--- config.mk ---
export PLATFORM = sky130hd
export DESIGN_NAME = sobel_stream_master
export DESIGN_NICKNAME = d
export VERILOG_FILES = /design/src/rtl/sobel_stream_pkg.sv /design/src/rtl/sobel_skid2.sv /design/src/rtl/sobel_stream_master.sv
export SDC_FILE = /design/constraint.sdc
export NUM_CORES = 1
export LEC_CHECK = 0
export CORE_UTILIZATION = 30
export CTS_BUF_LIST = sky130_fd_sc_hd__clkbuf_2
export DETAILED_ROUTE_END_ITERATION = 8
export GPL_TIMING_DRIVEN = 1
export HOLD_SLACK_MARGIN = 0.1
export SYNTH_ARGS = -nofsm -noshare
export SYNTH_HDL_FRONTEND = slang
export SYNTH_SLANG_ARGS = --single-unit
--- constraint.sdc ---
create_clock -name i_clk -period 2.93 [get_ports i_clk]
set_clock_uncertainty 0.15 [all_clocks]
set_input_delay 0.4395 -clock i_clk [delete_from_list [all_inputs] [get_ports i_clk]]
set_output_delay 0.4395 -clock i_clk [all_outputs]
set_load 0.02 [all_outputs]
--- src/rtl/sobel_stream_pkg.sv ---
// ============================================================================
// Module : sobel_stream_pkg
// Brief  : Shared types and helpers for the Sobel stream master.
// Rev    : 1.0
// ============================================================================
`default_nettype none

package sobel_stream_pkg;

    typedef logic [23:0] rgb_t;
    typedef logic [7:0]  pix_t;

    typedef enum logic [1:0] {
        IDLE = 2'd0,
        RUN  = 2'd1,
        DONE = 2'd2
    } state_e;

    function automatic int unsigned npix(input int unsigned w, input int unsigned h);
        return w * h;
    endfunction

endpackage

`default_nettype wire

--- src/rtl/sobel_skid2.sv ---
// ============================================================================
// Module : sobel_skid2
// Brief  : Two-entry FIFO absorbing source RAM read latency.
// Rev    : 1.0
// ============================================================================
`default_nettype none

module sobel_skid2 import sobel_stream_pkg::*; (
    input  logic       clk,
    input  logic       rst_n,
    input  logic       clr,
    input  logic       push,
    input  logic       pop,
    input  rgb_t       din,
    output logic [1:0] occ,
    output rgb_t       head
);

    rgb_t       entry0;
    rgb_t       entry1;
    logic       pop_ok;
    logic [1:0] occ_after_pop;

    assign pop_ok        = pop & (occ != 2'd0);
    assign occ_after_pop = occ - {1'b0, pop_ok};
    assign head          = entry0;

    // A push lands behind whatever survives this cycle's pop.
    always_ff @(posedge clk or negedge rst_n) begin
        if (!rst_n) begin
            occ    <= 2'd0;
            entry0 <= '0;
            entry1 <= '0;
        end else if (clr) begin
            occ <= 2'd0;
        end else begin
            if (pop_ok) begin
                entry0 <= entry1;
            end
            if (push) begin
                if (occ_after_pop == 2'd0) begin
                    entry0 <= din;
                end else begin
                    entry1 <= din;
                end
            end
            occ <= occ_after_pop + {1'b0, push};
        end
    end

endmodule

`default_nettype wire

--- src/rtl/sobel_stream_master.sv ---
// ============================================================================
// Module : sobel_stream_master
// Brief  : Feeds a frame from source RAM to the Sobel filter and packs its
//          r/g/b result streams into result RAM words.
//          Optional SOBEL_STREAM_PERF_EN adds cycle/stall counters.
// Rev    : 1.0
// ============================================================================
`default_nettype none

module sobel_stream_master import sobel_stream_pkg::*; #(
    parameter int IMG_W  = 512,
    parameter int IMG_H  = 512,
    parameter int ADDR_W = 18
) (
    input  logic              i_clk,
    input  logic              i_rst,
    input  logic              i_start,
    output logic              o_done,
    output logic              o_src_re,
    output logic [ADDR_W-1:0] o_src_addr,
    input  rgb_t              i_src_data,
    output logic              o_rgb_vld,
    output rgb_t              o_rgb_data,
    input  logic              i_rgb_busy,
    input  logic              i_result_r_vld,
    input  pix_t              i_result_r_data,
    output logic              o_result_r_busy,
    input  logic              i_result_g_vld,
    input  pix_t              i_result_g_data,
    output logic              o_result_g_busy,
    input  logic              i_result_b_vld,
    input  pix_t              i_result_b_data,
    output logic              o_result_b_busy,
    output logic              o_res_we,
    output logic [ADDR_W-1:0] o_res_addr,
    output rgb_t              o_res_data
`ifdef SOBEL_STREAM_PERF_EN
    ,
    output logic [31:0]       o_perf_cycles,
    output logic [31:0]       o_perf_stalls
`endif
);

    localparam int               CNT_W  = ADDR_W + 1;
    localparam logic [CNT_W-1:0] NPIX_C = CNT_W'(npix(IMG_W, IMG_H));

    state_e           state;
    state_e           state_nxt;
    logic             start_ok;
    logic [CNT_W-1:0] rd_cnt;
    logic [CNT_W-1:0] wr_cnt;
    logic             rd_pend;
    logic             src_re;
    logic             pop;
    logic [1:0]       skid_occ;
    logic [2:0]       eff_occ;
    rgb_t             skid_head;
    logic [2:0]       full;
    logic [2:0]       busy;
    logic [2:0]       load;
    logic             all_full;
    logic             res_we;
    pix_t             hold_r;
    pix_t             hold_g;
    pix_t             hold_b;

    assign start_ok  = i_start & (state != RUN);
    assign o_rgb_vld = (skid_occ != 2'd0);
    assign pop       = o_rgb_vld & ~i_rgb_busy;
    assign all_full  = &full;
    assign load      = {i_result_r_vld, i_result_g_vld, i_result_b_vld} & ~busy;

    // Occupancy after this cycle's pop, so a drained slot can be refilled back-to-back.
    assign eff_occ = {1'b0, skid_occ} - {2'b00, pop} + {2'b00, rd_pend};

    sobel_skid2 u_skid (
        .clk   (i_clk),
        .rst_n (i_rst),
        .clr   (start_ok),
        .push  (rd_pend),
        .pop   (pop),
        .din   (i_src_data),
        .occ   (skid_occ),
        .head  (skid_head)
    );

    always_comb begin
        state_nxt = state;
        src_re    = 1'b0;
        res_we    = 1'b0;
        busy      = 3'b111;
        case (state)
            IDLE: begin
                if (i_start) state_nxt = RUN;
            end
            RUN: begin
                src_re = (rd_cnt < NPIX_C) && (eff_occ < 3'd2);
                busy   = full & {3{~all_full}};
                res_we = all_full;
                if (all_full && (wr_cnt == NPIX_C - 1'b1)) state_nxt = DONE;
            end
            DONE: begin
                if (i_start) state_nxt = RUN;
            end
            default: state_nxt = IDLE;
        endcase
    end

    always_ff @(posedge i_clk or negedge i_rst) begin
        if (!i_rst) begin
            state   <= IDLE;
            rd_cnt  <= '0;
            wr_cnt  <= '0;
            rd_pend <= 1'b0;
            full    <= 3'b000;
            hold_r  <= '0;
            hold_g  <= '0;
            hold_b  <= '0;
        end else begin
            state <= state_nxt;
            if (start_ok) begin
                rd_cnt  <= '0;
                wr_cnt  <= '0;
                rd_pend <= 1'b0;
                full    <= 3'b000;
            end else begin
                rd_pend <= src_re;
                if (src_re) rd_cnt <= rd_cnt + 1'b1;
                if (res_we) wr_cnt <= wr_cnt + 1'b1;
                full <= load | (full & {3{~res_we}});
            end
            if (load[2]) hold_r <= i_result_r_data;
            if (load[1]) hold_g <= i_result_g_data;
            if (load[0]) hold_b <= i_result_b_data;
        end
    end

    assign o_done          = (state == DONE);
    assign o_src_re        = src_re;
    assign o_src_addr      = rd_cnt[ADDR_W-1:0];
    assign o_rgb_data      = skid_head;
    assign o_result_r_busy = busy[2];
    assign o_result_g_busy = busy[1];
    assign o_result_b_busy = busy[0];
    assign o_res_we        = res_we;
    assign o_res_addr      = wr_cnt[ADDR_W-1:0];
    assign o_res_data      = {hold_r, hold_g, hold_b};

`ifdef SOBEL_STREAM_PERF_EN
    logic [31:0] perf_cycles;
    logic [31:0] perf_stalls;

    always_ff @(posedge i_clk or negedge i_rst) begin
        if (!i_rst) begin
            perf_cycles <= '0;
            perf_stalls <= '0;
        end else if (start_ok) begin
            perf_cycles <= '0;
            perf_stalls <= '0;
        end else begin
            if ((state == RUN) && (perf_cycles != 32'hFFFF_FFFF)) perf_cycles <= perf_cycles + 1'b1;
            if (o_rgb_vld && i_rgb_busy && (perf_stalls != 32'hFFFF_FFFF)) perf_stalls <= perf_stalls + 1'b1;
        end
    end

    assign o_perf_cycles = perf_cycles;
    assign o_perf_stalls = perf_stalls;
`endif

endmodule

`default_nettype wire
== Yosys cells after proc, flatten, opt, wreduce, memory -nomap -nowiden ==
Cells that the tools add are included.
Storage, ports and cells
  output and inout bits: 91
  logic and storage cells: 65
  input port bits: 55
  bits in registers: 118
Operators by class
  reductions and logical operators: 11
  order comparisons: 2
  bitwise gates (word level): 13
  eq/ne operators: 6
  add/subtract/negate cells: 6
  mux-type cells: 16
Operator list (number)
  $mux W19: 4
  $mux W24: 3
  $add A19 B1 Y19 const B: 2
  $eq A19 B18 Y1 const B: 1
  $lt A19 B19 Y1 const B: 1
  $and A3 B3 Y3: 3
  $mux W2: 3
  $mux W3: 2
  $reduce_and A3 Y1: 2
  $reduce_bool A2 Y1: 3
  $not A1 Y1: 5
  $logic_not A2 Y1: 2
  $ne A2 B1 Y1 const B: 2
  $pmux W2 S2: 1
  $add A3 B1 Y3: 1
  $and A1 B1 Y1: 3
  $lt A3 B2 Y1 const B: 1
  $mux W1: 3
  $not A3 Y3: 1
  $or A3 B3 Y3: 1
  $sub A2 B1 Y3: 1
  $add A2 B1 Y2: 1
  $eq A2 B1 Y1 const B: 1
  $eq A2 B2 Y1 const B: 1
  5 further kinds: 6

== Logic depth before layout (Yosys ltp) ==
Gate-level depths: netlist (run 1).
  depth in word-level cells: 9
  mapped depth: 9
  mapped depth without buffers: 8

== Modules after synthesis ==
A second synthesis (run 1) with hierarchy kept.
Second synthesis, totals
  cells, all modules: 486
  area, all modules: 5652.9 um^2
Modules (own cells, without submodules)
  sobel_stream_master: cells an instance 338, sequential area each 1701.6 um^2, area an instance 3472.1 um^2, times used 1
  sobel_skid2: cells an instance 148, sequential area each 1251.2 um^2, area an instance 2180.8 um^2, times used 1

== Least setup slack after synthesis (run 1) ==
Ideal clock, no wire load.
  path type: register -> register
  from: register u_skid.occ[1]
  to: register rd_cnt[17]
  arrival: 2746 ps
  stages on the path, launching flop included: 10
  setup slack: -44 ps
  required time: 2702 ps
  clock period less this slack: 2974 ps
  setup time: 78 ps
  buffers on the path: 1
  path through: dfrtp_1 -> o21ba_2 -> ha_1 -> nand2b_1 -> fa_1 -> nor4bb_1 -> buf_2 -> a22oi_1 -> or4_1 -> a21oi_1
Between the ends
  longest elaborated chain between the ends: 8
RTL lines
  start, declared: RTL line sobel_skid2.sv:15  | output logic [1:0] occ,
  start signal, assigned: RTL line sobel_skid2.sv:47  | occ <= occ_after_pop + {1'b0, push};
  $reduce_bool A2 Y1: RTL line sobel_stream_master.sv:68  | assign o_rgb_vld = (skid_occ != 2'd0);
  $and A1 B1 Y1: RTL line sobel_stream_master.sv:69  | assign pop = o_rgb_vld & ~i_rgb_busy;
  $sub A2 B1 Y3 *: RTL line sobel_stream_master.sv:74  | assign eff_occ = {1'b0, skid_occ} - {2'b00, pop} + {2'b00, rd_pend};
  $add A3 B1 Y3 *: RTL line sobel_stream_master.sv:74
  $lt A3 B2 Y1 *: RTL line sobel_stream_master.sv:97  | src_re = (rd_cnt < NPIX_C) && (eff_occ < 3'd2);
  $logic_and A1 B1 Y1 *: RTL line sobel_stream_master.sv:97
  $mux W1 *: RTL line sobel_stream_master.sv:92  | case (state)
  $reduce_bool A2 Y1 (no line) *
  end signal, assigned: RTL line sobel_stream_master.sv:128  | if (src_re) rd_cnt <= rd_cnt + 1'b1;
  end, declared: RTL line sobel_stream_master.sv:50  | logic [CNT_W-1:0] rd_cnt;
Mark *: on every way between the ends. The rest lies on a longest branch, timed or not.
A chain may end at the register's enable or synchronous reset.

== Worst setup path after layout (run 1) ==
  from: register u_skid.occ[0]
  to: output port o_src_re
Between the ends
  longest elaborated chain between the ends: 7
RTL lines
  $reduce_bool A2 Y1: RTL line sobel_stream_master.sv:68
  $and A1 B1 Y1: RTL line sobel_stream_master.sv:69
  $sub A2 B1 Y3 *: RTL line sobel_stream_master.sv:74
  $add A3 B1 Y3 *: RTL line sobel_stream_master.sv:74
  $lt A3 B2 Y1 *: RTL line sobel_stream_master.sv:97
  $logic_and A1 B1 Y1 *: RTL line sobel_stream_master.sv:97
  $mux W1 *: RTL line sobel_stream_master.sv:92
  end, declared: RTL line sobel_stream_master.sv:19  | output logic o_src_re,
Marks and branches as above.

==> results.md, run 1 <==
- Status: finished, violations left
- Failing checks: setup timing
- Slew @ Worst Pin: 880 ps
- Reg2reg setup slack: 60 ps
- PwrDens: 1040 mW/mm^2
- Clock Latency Late Sink: 680 ps
- Main synth FF type: dfrtp_1
- Final HPWL DP: 9660 um
- Die W: 141 um
- Core Area: 0.0188 mm^2
- Via Count: 4,458
- Final Max Tran Viols: 0
- Hold Path Class: primary input to register
- Clock Pin Slew Worst Setup and Hold Paths: 190 ps
- Die outline area: 0.0198 mm^2
- Yosys top cell by area: dfrtp_1
- Post-DR wirelength/cell: 15.9 um
- Drc violations: 0
- VDD IR max: 0.411 mV
- Most area-consuming cells after synthesis: dfrtp_1 (51%), mux2_2 (9.8%), buf_4 (4.9%), mux2i_1 (4.7%), o2bb2ai_1 (3.8%)
- CTS tree: built
- Endpoint class of the critical path: output pin
- Most common cell in the netlist: dfrtp_1
- Layout cells sized above 1: 22.1%
- GP Congestion: 0.763
- Tmin final: 3280 ps
- Lkg Pwr: 3.38 nW
- Final setup fails: 1
- Final Cycle Share: 112%
- CP startpoint kind: register
- CP Class: register to output pin
- Unrepaired setup endpoints after global routing: yes
- Post-Syn Nets: 565
- Part of the power in combinational logic: 51.1%
- Total I/O pin count: 146
- 1st-iter DRT viols: 163
- Max Freq: 0.305 GHz
- Pint: 5.06 mW
- Synthesis-stage register bit count: 118
- Clock buffers created by TritonCTS: 17
- First-pass GRT wire length: 23,200 um
- Share of the yosys chip area belonging to registers: 51.2%
- Yosys warns: 0
- Post-Route WL: 14,300 um
- Worst EP required: 2340 ps
- Clock root buffer: clkbuf_2
- Final Total Pwr: 8.22 mW
- Vias per cell: 4.96
- Sequential power share: 33.5%
- Worst relative slew slack: 39.7%
- Layout Nets: 713
- Clock power frac: 15.3%
- Sw frac: 38.4%
- All-Layer GR Usage: 14.9%
- Vias in the first global route: 4,543
- Htree depth: 4
- IO buf count: 145
- Syn Area/Cell: 11.4 um^2
- Inserted Diodes: 0
- Pin count of the biggest net entering global routing: 68
- Antenna Nets Post-Route: 0
- # clock sinks: 118
- Netlist area before placement: 0.00577 mm^2
- Asr flop ratio synth: 100%
- Number of flops mapped to enable cells by yosys: 0
- Cell variety after synth: 45
- Worst setup margin: -352 ps
- Die Ht: 141 um
- First-pass DRT Iterations: 6
- Site row count: 50
- Final hold viol count: 0
- Max cap viols: 0
- GR Overflow Total: 0
- WHS: 212 ps
- Initial Utilization: 30.7%
- Initial antenna violation count: 0
- Psw: 3.15 mW
- Post-synth top cells: dfrtp_1 (118), mux2_2 (50), buf_4 (38)
- Count of mapped cells out of synthesis: 504
- CP max FO: 4
- Clk buf depth: 2
- Share of the synthesized area in the top cell type: 51.2%
- Worst EP arrival: 2690 ps
- Area Overhead vs Synth: 37.5%
-- routing by layer --
| metal | vias to the layer above | wire length [um] | part of all wire [%] | GRT usage [%] |
|---|---|---|---|---|
| met3 | 10 | 555 | 3.9 | 4.28 |
| met2 | 94 | 7130 | 50 | 24.7 |
| met5 | - | 0 | 0 | 0 |
| met4 | 0 | 140 | 0.98 | 4.69 |
| li1 | 2091 | - | - | - |
| met1 | 2263 | 6490 | 45 | 18.8 |
-- worst max-delay path, cell delays in order, from the launching register on --
cell and delay [ps]:
dfrtp_1 430, o21ba_4 230, ha_4 200, nand2b_4 130, fa_1 480, nor4bb_4 230
and2_4 210, buf_6 110
-- sequential cells by signal, indices dropped and copies added, names as in the netlist --
name,flops
rd_cnt,19
u_skid.head,24
wr_cnt,19
u_skid.entry1,24
full,3
rd_pend,1
state,2
hold_b,8
hold_g,8
hold_r,8
u_skid.occ,2
-- metrics by stage --
stage | setup TNS, ps | utilization, % | setup WS (ps) | instance area (um^2) | instances
2_1_floorplan | 0 | - | 18.4 | 5770 | 504
3_3_place_gp | -7360 | 39.1 | -803 | 7340 | 847
3_5_place_dp | -10260 | 39.1 | -861 | 7340 | 847
4_1_cts | -652 | 41.3 | -475 | 7750 | 885
5_1_grt | -1250 | 42.3 | -566 | 7930 | 899
6_report | -352 | 42.3 | -352 | 7930 | 899
-- path summary, 6_finish.rpt --
check / cells after the start / from / end
worst max-delay path: 7 / u_skid.occ[0] / o_src_re
worst min-delay path: 2 / i_result_b_data[0] / hold_b[0]
worst max register to register: 11 / u_skid.occ[0] / rd_cnt[8]
worst min register to register: 1 / u_skid.head[8] / u_skid.head[8]
max in group asynchronous: 4 / i_rst / wr_cnt[0]
min in group asynchronous: 4 / i_rst / full[2]
-- final cells by class --
cell class / count / area, um^2
Timing Repair Buffer: 184 / 1820
Clock buffer: 18 / 90.1
Fill cell: 1782 / 10800
Tap cell: 234 / 293
Sequential cell: 118 / 2960
Multi-Input combinational cell: 321 / 2540
Clock inverter: 14 / 200
Inverter: 10 / 37.5
-- cells in the final DEF (no fill, tap or decap), types with 4 or more instances in the layout --
cell type,netlist,layout
xor2_1,5,5
dfrtp_1,118,116
clkdlybuf4s50_1,0,141
nor2_1,10,10
nand2_1,31,31
ha_1,5,4
o21ai_0,13,12
a21oi_1,25,15
o31ai_1,12,12
or2_2,4,4
a21oi_2,0,10
mux2_2,50,50
clkbuf_2,1,18
nand3_1,10,9
and3_1,7,6
dlygate4sd3_1,0,14
inv_1,10,9
nand4_1,11,11
or3_1,8,7
clkinv_4,0,4
or4_1,12,11
mux2i_1,27,27
and2_1,32,31
bufinv_16,0,4
buf_4,38,22
o2bb2ai_1,25,25
-- repair_timing --
action	4_1_cts	5_1_grt
endpoints found under the hold margin	120	9
setup endpoints to repair	17	22
hold buffers	5	9
pin swaps	4	9
buffers inserted	1	5
gates resized for setup	18	16
-- cells by family after synthesis --
kind of cell | share of synthesized area (%)
muxes | 14.4
AOI/OAI and AO/OA | 10.2
adders and majority gates | 1.43
buffers and inverters | 7.05
DFF | 51.2
and+or+nand+nor | 14.1
xor gates and xnor gates | 1.65
-- power by group through the flow --
stage	combinational, mW	clock [mW]	sequential, mW
floorplan	2.11	0	3.09
global placement	3.97	0	2.75
detailed placement	4.05	0	2.78
CTS	4.16	1.31	2.76
global route	4.54	1.38	2.86
finish	4.20	1.26	2.76
Note: power is estimated with default switching activity, not from simulation.
==> inputs of run 2 (changes only) <==
- SKIP_LAST_GASP: not set -> 1
==> results.md, run 2 (synthesis gave the netlist of run 1 again) <==
- CP bufs+invs: 1 (unchanged)
- Clock Latency Late Sink: 680 ps (about the same)
- Core Area: 0.0188 mm^2 (unchanged)
- Filler Cells Inserted: 1,783 (+0.056%)
- WHS: 213 ps (+1.45 ps)
- Slew @ Worst Pin: 865 ps (-14.6 ps)
- Endpoint class of the critical path: output pin
- Commonest non-fill, non-tap cells in the layout: clkdlybuf4s50_1 (141), dfrtp_1 (116), mux2_2 (50)
- Clock Pin Slew Worst Setup and Hold Paths: 190 ps (about the same)
- Vias per cell: 4.94 (-0.40%)
- Final hold viol count: 0 (unchanged)
- CP Class: register to output pin
- Worst EP arrival: 2690 ps (about the same)
- Max incr delay on CP: 480 ps (about the same)
- Hold Path Class: primary input to register
- Pin count of the biggest net entering global routing: 68 (unchanged)
- Vias in the first global route: 4,543 (unchanged)
- Total I/O pin count: 146 (unchanged)
- Multi-input gate area: 0.00253 mm^2 (-0.30%)
- 1st-iter DRT viols: 163 (unchanged)
- Layout Nets: 713 (unchanged)
- IO buf count: 145 (unchanged)
- Status: finished, violations left
- CP max FO: 4 (unchanged)
- Final Max Tran Viols: 0 (unchanged)
- Site row count: 50 (unchanged)
- Stages on the worst setup path: 7 (unchanged)
- Final setup fails: 1 (unchanged)
- Delay-heaviest family, CP: adder cells
- Unrepaired setup endpoints after global routing: yes
- Via Count: 4,440 (-0.40%)
- Final Cycle Share: 112% (-0.13 points)
- Crit-path slowest cell: fa_1
- All-Layer GR Usage: 14.9% (unchanged)
- CP startpoint kind: register
- Worst-path cell chain: o21ba_4 -> ha_4 -> nand2b_4 -> fa_1 -> nor4bb_4 -> and2_4 -> buf_6
- PwrDens: 1040 mW/mm^2 (about the same)
- Hold Path Cell Cnt: 2 (unchanged)
- Die outline area: 0.0198 mm^2 (unchanged)
- Tmin final: 3280 ps (-3.73 ps)
- Reg2reg setup slack: 50 ps (about the same)
- Lkg Pwr: 3.39 nW (+0.14%)
- Htree depth: 4 (unchanged)
- Placement Setup Slack: -861 ps (unchanged)
- Die Ht: 141 um (unchanged)
- Antenna Nets Post-Route: 0 (unchanged)
- Final HPWL DP: 9660 um (unchanged)
- Worst relative slew slack: 40.7% (+1.0 points)
- Clk buf depth: 2 (unchanged)
- First-pass DRT Iterations: 4 (-2)
- Clock root buffer: clkbuf_2
- Area Overhead vs Synth: 37.5% (about the same)
- R2R depth: 10 (-1)
- Die W: 141 um (unchanged)
- Initial antenna violation count: 0 (unchanged)
- Post-Route WL: 14,300 um (+0.15%)
- FF/Latch Area: 0.00296 mm^2 (unchanged)
- Initial Utilization: 30.7% (unchanged)
- Commonest non-fill, non-tap cell in the layout: clkdlybuf4s50_1
- Fin cells: 899 (unchanged)
- Inserted Diodes: 0 (unchanged)
- VDD IR max: 0.411 mV (about the same)
- First-pass GRT wire length: 23,200 um (unchanged)
- GP Congestion: 0.763 (unchanged)
- Failing checks: setup timing
- DP Cell Count: 847 (unchanged)
- CTS tree: built
- # clock sinks: 118 (unchanged)
- Layout cells sized above 1: 21.8% (-0.30 points)
- Max Freq: 0.305 GHz (+0.11%)
- Clock buffers created by TritonCTS: 17 (unchanged)
- Post-DR wirelength/cell: 15.9 um (+0.15%)
- GR Overflow Total: 0 (unchanged)
- Worst setup margin: -348 ps (+3.73 ps)
- Worst EP required: 2340 ps (about the same)
- Setup TNS: -348 ps (+3.73 ps)
- Final Total Pwr: 8.22 mW (about the same)
- Max cap viols: 0 (unchanged)
- Drc violations: 0 (unchanged)
==> run 2: cell count changes in the layout (fill, tap and decap cells not counted), sizes merged <==
cell,previous run,this run
dlygate4sd2,1,0
dlymetal6s2s,1,2
==> run 2: power breakdown <==
group          internal (mW)  switching, mW
logic                   2.20           2.00
registers               2.29          0.461
clock network          0.572          0.688
total                   5.07           3.15
==> run 2: worst paths after layout <==
check	from	endpoint
setup / recovery	u_skid.occ[0]	o_src_re
hold / removal	i_result_b_data[0]	hold_b[0]
setup reg to reg	u_skid.occ[0]	rd_cnt[9]
hold reg to reg	u_skid.head[8]	u_skid.head[8]
max in group asynchronous	i_rst	wr_cnt[0]
min in group asynchronous	i_rst	full[2]
==> run 2: layer usage <==
metal | vias up | part of all wire (%) | GRT usage [%]
met1 | 2246 | 45 | 18.8
met2 | 89 | 50 | 24.7
met3 | 10 | 3.8 | 4.28
met4 | 0 | 0.98 | 4.69
met5 | - | 0 | 0
li1 | 2095 | - | -
==> run 2: area by class of cell <==
class	instances	share of cell area, %
clock buffers	18	1.14
clock inverters	14	2.52
inverters	10	0.473
multi-input cells	321	31.9
flip-flops and latches	118	37.3
well taps	234	3.69
repair buffers	184	23.0
==> run 2: worst reg2reg max path, cell delays in order (launching register included) <==
cell and delay (ps):
dfrtp_1 430, o21ba_4 230, ha_4 200, nand2b_4 130
fa_1 480, nor4bb_4 230, buf_4 160, buf_6 110
nand4_1 190, or3_1 360, a21oi_1 160
==> run 2: repair_timing <==
action,CTS,global route
pin swaps,4,9
hold buffers,5,9
gates resized for setup,17,15
setup endpoints to repair,17,23
hold endpoints to repair,120,9
setup buffers,1,5
==> run 2: metrics by stage <==
step	utilization, %	cell area (um^2)
after global placement	39.1	7340
after floorplan	-	5770
final	42.3	7930
after global routing	42.3	7930
after CTS	41.3	7750
after detailed placement	39.1	7340
